`src/rtl/readrc_pkg.sv`:
```
// Shared types and helpers for the Toeplitz seed loader.
// Contents:
//   state_t         loader FSM states
//   words_per_seed  memory words per stored seed (first row + first column)
//   clog2_min1      ceil(log2(v)), never less than 1 bit
//   addr_width      memory word address width for NSEED seeds of W words
//   params_ok       legality of the parameter set, evaluated at elaboration
package readrc_pkg;

  typedef enum logic [1:0] {
    IDLE  = 2'd0,
    FETCH = 2'd1,
    DRAIN = 2'd2
  } state_t;

  function automatic int words_per_seed(input int n, input int l, input int bs);
    return (n + l) / bs;
  endfunction

  function automatic int clog2_min1(input int v);
    return ($clog2(v) < 1) ? 1 : $clog2(v);
  endfunction

  function automatic int addr_width(input int nseed, input int w);
    return clog2_min1(nseed * w);
  endfunction

  function automatic bit params_ok(input int n, input int l, input int bs, input int memlat);
    return (bs > 0) && (n % bs == 0) && (l % bs == 0) && (memlat >= 1);
  endfunction

endpackage

```
`src/rtl/readrc_tagpipe.sv`:
```
// Tag pipeline that tracks outstanding memory reads.
// Each read strobe pushes {vld, idx}; the tag leaves the last stage exactly
// DEPTH cycles later, in the cycle whose rising edge captures the read data.
// Ports:
//   clk, reset_n      clock, asynchronous active-low clear
//   in_vld, in_idx    tag of the read strobed in the current cycle
//   out_vld, out_idx  tag whose data is on mem_rdata this cycle
//   empty             nothing in flight beyond the tag leaving this cycle,
//                     so the seed is complete after this edge
module readrc_tagpipe #(
  parameter int DEPTH = 1,
  parameter int IW    = 1
) (
  input  logic          clk,
  input  logic          reset_n,
  input  logic          in_vld,
  input  logic [IW-1:0] in_idx,
  output logic          out_vld,
  output logic [IW-1:0] out_idx,
  output logic          empty
);

  logic [DEPTH-1:0]         vld_q;
  logic [DEPTH-1:0][IW-1:0] idx_q;

  always_ff @(posedge clk or negedge reset_n) begin
    if (!reset_n) begin
      vld_q <= '0;
      idx_q <= '0;
    end else begin
      vld_q[0] <= in_vld;
      idx_q[0] <= in_idx;
      for (int i = 1; i < DEPTH; i++) begin
        vld_q[i] <= vld_q[i-1];
        idx_q[i] <= idx_q[i-1];
      end
    end
  end

  assign out_vld = vld_q[DEPTH-1];
  assign out_idx = idx_q[DEPTH-1];

  // The last stage is deliberately excluded: its data lands at this edge,
  // which lets done/valid rise in the very next cycle.
  always_comb begin
    empty = !in_vld;
    for (int i = 0; i < DEPTH - 1; i++) begin
      if (vld_q[i]) empty = 1'b0;
    end
  end

endmodule

```
`src/rtl/readrc_stream.sv`:
```
// Sequential loader for a Toeplitz seed (first row rrow0, first column col0).
// Reads W = (N+L)/BS words of one of NSEED seeds from a synchronous memory,
// one word per cycle, and presents the assembled seed with a valid flag.
// Ports:
//   clk, reset_n   clock, asynchronous active-low reset
//   start          load request, sampled only in IDLE
//   seed_sel       seed index, sampled with start
//   busy           load in progress
//   done           one-cycle pulse at load completion (valid rises with it)
//   err            one-cycle pulse when start carries an out-of-range seed_sel
//   valid          rrow0/col0 hold a complete seed
//   mem_rd         registered memory read strobe
//   mem_addr       registered memory word address
//   mem_rdata      read data, MEMLAT cycles after the strobe
//   rrow0, col0    first row / first column
//
// state | meaning
// IDLE  | waiting for start; outputs hold the last loaded seed
// FETCH | issuing one read per cycle, words base .. base+W-1
// DRAIN | reads issued, waiting for the last data to land
module readrc_stream
  import readrc_pkg::*;
#(
  parameter  int BS     = 64,
  parameter  int N      = 256,
  parameter  int L      = 128,
  parameter  int NSEED  = 4,
  parameter  int MEMLAT = 1,
  localparam int W      = words_per_seed(N, L, BS),
  localparam int AW     = addr_width(NSEED, W),
  localparam int SW     = clog2_min1(NSEED)
) (
  input  logic          clk,
  input  logic          reset_n,
  input  logic          start,
  input  logic [SW-1:0] seed_sel,
  output logic          busy,
  output logic          done,
  output logic          err,
  output logic          valid,
  output logic          mem_rd,
  output logic [AW-1:0] mem_addr,
  input  logic [BS-1:0] mem_rdata,
  output logic [N-1:0]  rrow0,
  output logic [L-1:0]  col0
);

  localparam int          CW      = clog2_min1(W);
  localparam logic [31:0] NSEED_U = NSEED;

  if (!params_ok(N, L, BS, MEMLAT)) begin : g_bad_params
    $error("readrc_stream: N and L must be multiples of BS and MEMLAT must be >= 1");
  end

  state_t          state_q, state_d;
  logic [CW-1:0]   cnt_q, cnt_d;
  logic [AW-1:0]   base_q, base_d;
  logic            mem_rd_q, mem_rd_d;
  logic [AW-1:0]   mem_addr_q, mem_addr_d;
  logic            done_q, done_d;
  logic            err_q, err_d;
  logic            valid_q, valid_d;
  logic [N+L-1:0]  seed_q;

  logic            sel_ok;
  logic [AW-1:0]   sel_base;
  logic            tag_vld;
  logic [CW-1:0]   tag_idx;
  logic            pipe_empty;

  assign sel_ok   = (32'(seed_sel) < NSEED_U);
  // Largest product is (NSEED-1)*W, which always fits in AW bits.
  assign sel_base = AW'(seed_sel) * AW'(W);

  always_ff @(posedge clk or negedge reset_n) begin
    if (!reset_n) begin
      state_q    <= IDLE;
      cnt_q      <= '0;
      base_q     <= '0;
      mem_rd_q   <= 1'b0;
      mem_addr_q <= '0;
      done_q     <= 1'b0;
      err_q      <= 1'b0;
      valid_q    <= 1'b0;
    end else begin
      state_q    <= state_d;
      cnt_q      <= cnt_d;
      base_q     <= base_d;
      mem_rd_q   <= mem_rd_d;
      mem_addr_q <= mem_addr_d;
      done_q     <= done_d;
      err_q      <= err_d;
      valid_q    <= valid_d;
    end
  end

  // Next-state and next-output logic. mem_rd/mem_addr are computed one cycle
  // ahead so that the strobe and address leave the block registered.
  always_comb begin
    state_d    = state_q;
    cnt_d      = cnt_q;
    base_d     = base_q;
    mem_rd_d   = 1'b0;
    mem_addr_d = mem_addr_q;
    done_d     = 1'b0;
    err_d      = 1'b0;
    valid_d    = valid_q;
    unique case (state_q)
      IDLE: begin
        if (start) begin
          if (sel_ok) begin
            state_d    = FETCH;
            base_d     = sel_base;
            cnt_d      = '0;
            mem_rd_d   = 1'b1;
            mem_addr_d = sel_base;
            valid_d    = 1'b0;
          end else begin
            err_d = 1'b1;
          end
        end
      end
      FETCH: begin
        if (cnt_q == CW'(W - 1)) begin
          state_d = DRAIN;
        end else begin
          cnt_d      = cnt_q + 1'b1;
          mem_rd_d   = 1'b1;
          mem_addr_d = base_q + AW'(cnt_d);
        end
      end
      DRAIN: begin
        if (pipe_empty) begin
          state_d = IDLE;
          done_d  = 1'b1;
          valid_d = 1'b1;
        end
      end
      default: state_d = IDLE;
    endcase
  end

  // cnt_q is the word index of the read strobed in the current cycle.
  readrc_tagpipe #(
    .DEPTH (MEMLAT),
    .IW    (CW)
  ) u_tagpipe (
    .clk     (clk),
    .reset_n (reset_n),
    .in_vld  (mem_rd_q),
    .in_idx  (cnt_q),
    .out_vld (tag_vld),
    .out_idx (tag_idx),
    .empty   (pipe_empty)
  );

  // Row words and column words are stored contiguously, so word k of the
  // seed always lands in seed_q[k*BS +: BS].
  always_ff @(posedge clk or negedge reset_n) begin
    if (!reset_n) begin
      seed_q <= '0;
    end else if (tag_vld) begin
      for (int k = 0; k < W; k++) begin
        if (tag_idx == CW'(k)) seed_q[k*BS +: BS] <= mem_rdata;
      end
    end
  end

  assign busy     = (state_q != IDLE);
  assign done     = done_q;
  assign err      = err_q;
  assign valid    = valid_q;
  assign mem_rd   = mem_rd_q;
  assign mem_addr = mem_addr_q;
  assign rrow0    = seed_q[N-1:0];
  assign col0     = seed_q[N+L-1:N];

endmodule

```
`config.mk`:
```
export PLATFORM = sky130hd
export DESIGN_NAME = readrc_stream
export DESIGN_NICKNAME = d
export VERILOG_FILES = /design/src/rtl/readrc_pkg.sv /design/src/rtl/readrc_tagpipe.sv /design/src/rtl/readrc_stream.sv
export SDC_FILE = /design/constraint.sdc
export NUM_CORES = 1
export LEC_CHECK = 0
export ABC_AREA = 1
export BUFFER_PORTS_ARGS = -buffer_cell sky130_fd_sc_hd__clkbuf_2
export CAP_MARGIN = 20
export CORE_UTILIZATION = 35
export CTS_CLUSTER_SIZE = 28
export DETAILED_ROUTE_END_ITERATION = 6
export RECOVER_POWER = 25
export SKIP_CTS_REPAIR_TIMING = 1
export SYNTH_ARGS = -nofsm -noshare
export SYNTH_HDL_FRONTEND = slang
export SYNTH_SLANG_ARGS = --single-unit
```
`constraint.sdc`:
```
create_clock -name clk -period 2.4 [get_ports clk]
set_input_delay 0.24 -clock clk [delete_from_list [all_inputs] [get_ports clk]]
set_output_delay 0.24 -clock clk [all_outputs]
set_load 0.1 [all_outputs]
```
==> qor.csv <==
metric,value,unit
clk sink count,404,
first-pass GRT wire length,66.01,mm
share of cells above drive strength 1,34.75,%
Max Clock Skew,0.008346,ns
CP Capture Type,register,
Critical Path Sink,mem_addr[3]$_DFFE_PN0P_,
"area leader, netlist",dfrtp_1,
"flops & latches, synth",404,
r2r endpoint,mem_addr[3]$_DFFE_PN0P_,
Starting Density,35.54,%
Reg2Reg Depth,9,
DRT Wirelength,42.88,mm
Setup CP Type,register to register,
area of the core,43170,sq um
worst-case clock buffer depth,3,
Final #Nets,1931,
fillcell total,4194,
overall routing resource usage,19.01,%
library cells used by synthesis,25,
Starting DRT DRC Count,674,
Setup WS post-layout,0.5011,ns
Gate Count Post-Synth,1409,
Worst slew margin,24.95,%
Reg area,10110,sq um
top-count cell post-synth,nand2_1,
TNS Setup,0,ns
Die X,211.4,um
Synth Area per Inst,10.89,sq um
ant diodes,0,
ys async rst share,100.0,%
syn_nets,1485,
routed len/inst,17.34,um
Synth area leaders,"dfrtp_1 (66%), nand2_1 (10%), o21ai_0 (5.7%)",
"Reg clk slew, reported paths",0.06,ns
largest net degree at the start of global routing,129,
number of synthesized flops with an enable pin,0,
vias per cell,4.630,
RD Place Congestion,0.7932,
Final Cycle Share,79.12,%
Cell Rows,76,
Worst R2R Setup Slack,0.50,ns
RSZ-0062 raised after global routing,no,
IO buf count,461,
most frequent cells after synthesis,"nand2_1 (417), dfrtp_1 (404), o21ai_0 (174)",
total CTS buffers,43,
# setup viols final,0,
Critical Path Source Type,register,
vias in the first global route,11184,
worst r2r src,cnt_q[0]$_DFFE_PN0P_,
Worst-Skew Late Latency,0.54,ns
antenna violations before repair,0,
Top Ports,463,
Final Max Tran Viols,0,
Detailed Place HPWL,29.77,mm
Die ar.,44680,sq um
Non-Filler Instances,2473,
dpl ws,0.5203,ns
main flop type after synthesis,dfrtp_1,
Worst Path Arrival,2.34,ns
Root Buffer,clkbuf_16,
max_cap viols,0,
Cells after DPL,2394,
critical path startpoint,cnt_q[0]$_DFFE_PN0P_,
highest clock rate,526.6,MHz
min cycle time layout,1.899,ns
gr ovfl total,0,
crit-path max FO,6,
Post-route DRC,0,
Final Hold Vio Count,0,
Hold Crit Class,input port to register,
Ys Warns,0,
via count,11451,
TritonRoute pass-1 iters,5,
Antenna Nets Post-Route,0,
Worst EP required,2.84,ns
CTS tree,built,
htree depth,2,
status,completed,
Syn Std Cell Area,15340,sq um
Syn-to-layout area delta,26.30,%
worst-margin pin slew,1.126,ns
Yosys top cell area share,65.88,%
Die H,211.4,um
multi-input logic area,4195,sq um
register area share after synthesis,65.88,%
worst max-delay path, cell delays in order (launching register included):
cell and delay [ns]:
dfrtp_1 0.43, ha_1 0.32, inv_1 0.05, ha_1 0.22, fa_1 0.39, xor2_1 0.17, nand2_1 0.07, nand2_1 0.05
nand2_1 0.06, nand2_1 0.05
cells by family (layout without fill, tap and decap cells):
logic type,Yosys count,count (layout),share of synthesized area (%)
AOI/OAI and AO/OA,395,395,15.25
xor gates and xnor gates,2,2,0.1142
buffers and inverters,164,643,7.102
adders and majority gates,7,7,0.6197
and+or+nand+nor,436,436,11.01
DFF,404,404,65.88
other,1,1,0.02444
state kept, by name (all words and copies together) (netlist names):
register           cells
done                   1
cnt_q                  3
mem_addr               4
valid                  1
u_tagpipe.out_idx      3
state_q                2
base_q                 4
mem_rd                 1
u_tagpipe.out_vld      1
seed_q               384
how the worst min path moves through the flow:
stage	startpoint	to	slack (ns)	depth (start not counted)
finish	seed_sel[0]	base_q[1]$_DFFE_PN0P_	0.03	3
global route	mem_rdata[28]	seed_q[348]$_DFFE_PN0P_	0.02	3
CTS	reset_n	seed_q[149]$_DFFE_PN0P_	-0.34	1
detailed placement	reset_n	seed_q[149]$_DFFE_PN0P_	0.26	1
global placement	reset_n	seed_q[149]$_DFFE_PN0P_	0.25	1
floorplan	reset_n	base_q[1]$_DFFE_PN0P_	-0.06	0
layout by cell type (no fill, tap or decap), drive strengths merged:
cell type    netlist  layout
bufinv             0       2
clkinvlp           0       1
o22ai              1       1
dlygate4sd3        0       1
nor2               6       6
ha                 6       6
fa                 1       1
nand2            422     422
xor2               1       1
nand3              8       8
inv               78      79
xnor2              1       1
clkbuf             0     536
a21oi              1       1
clkinv             0       8
o211ai             2       2
buf               86      16
o21ai            391     391
conb               1       1
dfrtp            404     404
area by class of cell:
type,instances,area share [%]
Clock inverter,12,0.6133
Inverter,78,1.511
Clock buffer,66,6.940
Sequential cell,404,52.17
Multi-Input combinational cell,841,21.65
Timing Repair Buffer,487,13.34
Tap cell,585,3.777
routing by layer:
| layer | up-vias | GRT usage (%) | share of wire [%] |
|---|---|---|---|
| met5 | - | 0 | 0 |
| met4 | 0 | 4.598 | 1.6 |
| met3 | 51 | 7.076 | 9.3 |
| met2 | 399 | 29.78 | 46 |
| met1 | 5530 | 24.88 | 43 |
| li1 | 5471 | - | - |
metrics by stage:
step	util, %	hold slack [ns]	instance area, sq um
final	44.89	0.03030	19380
after global routing	44.89	0.02297	19380
after CTS	45.03	-0.3427	19440
after detailed placement	41.64	0.2583	17980
after global placement	41.64	0.2500	17980
after floorplan	-	-0.05559	15340
Power is left out: the tool's default activity adds up to more than one toggle a clock period on the data nets, which glitch-free logic cannot reach.
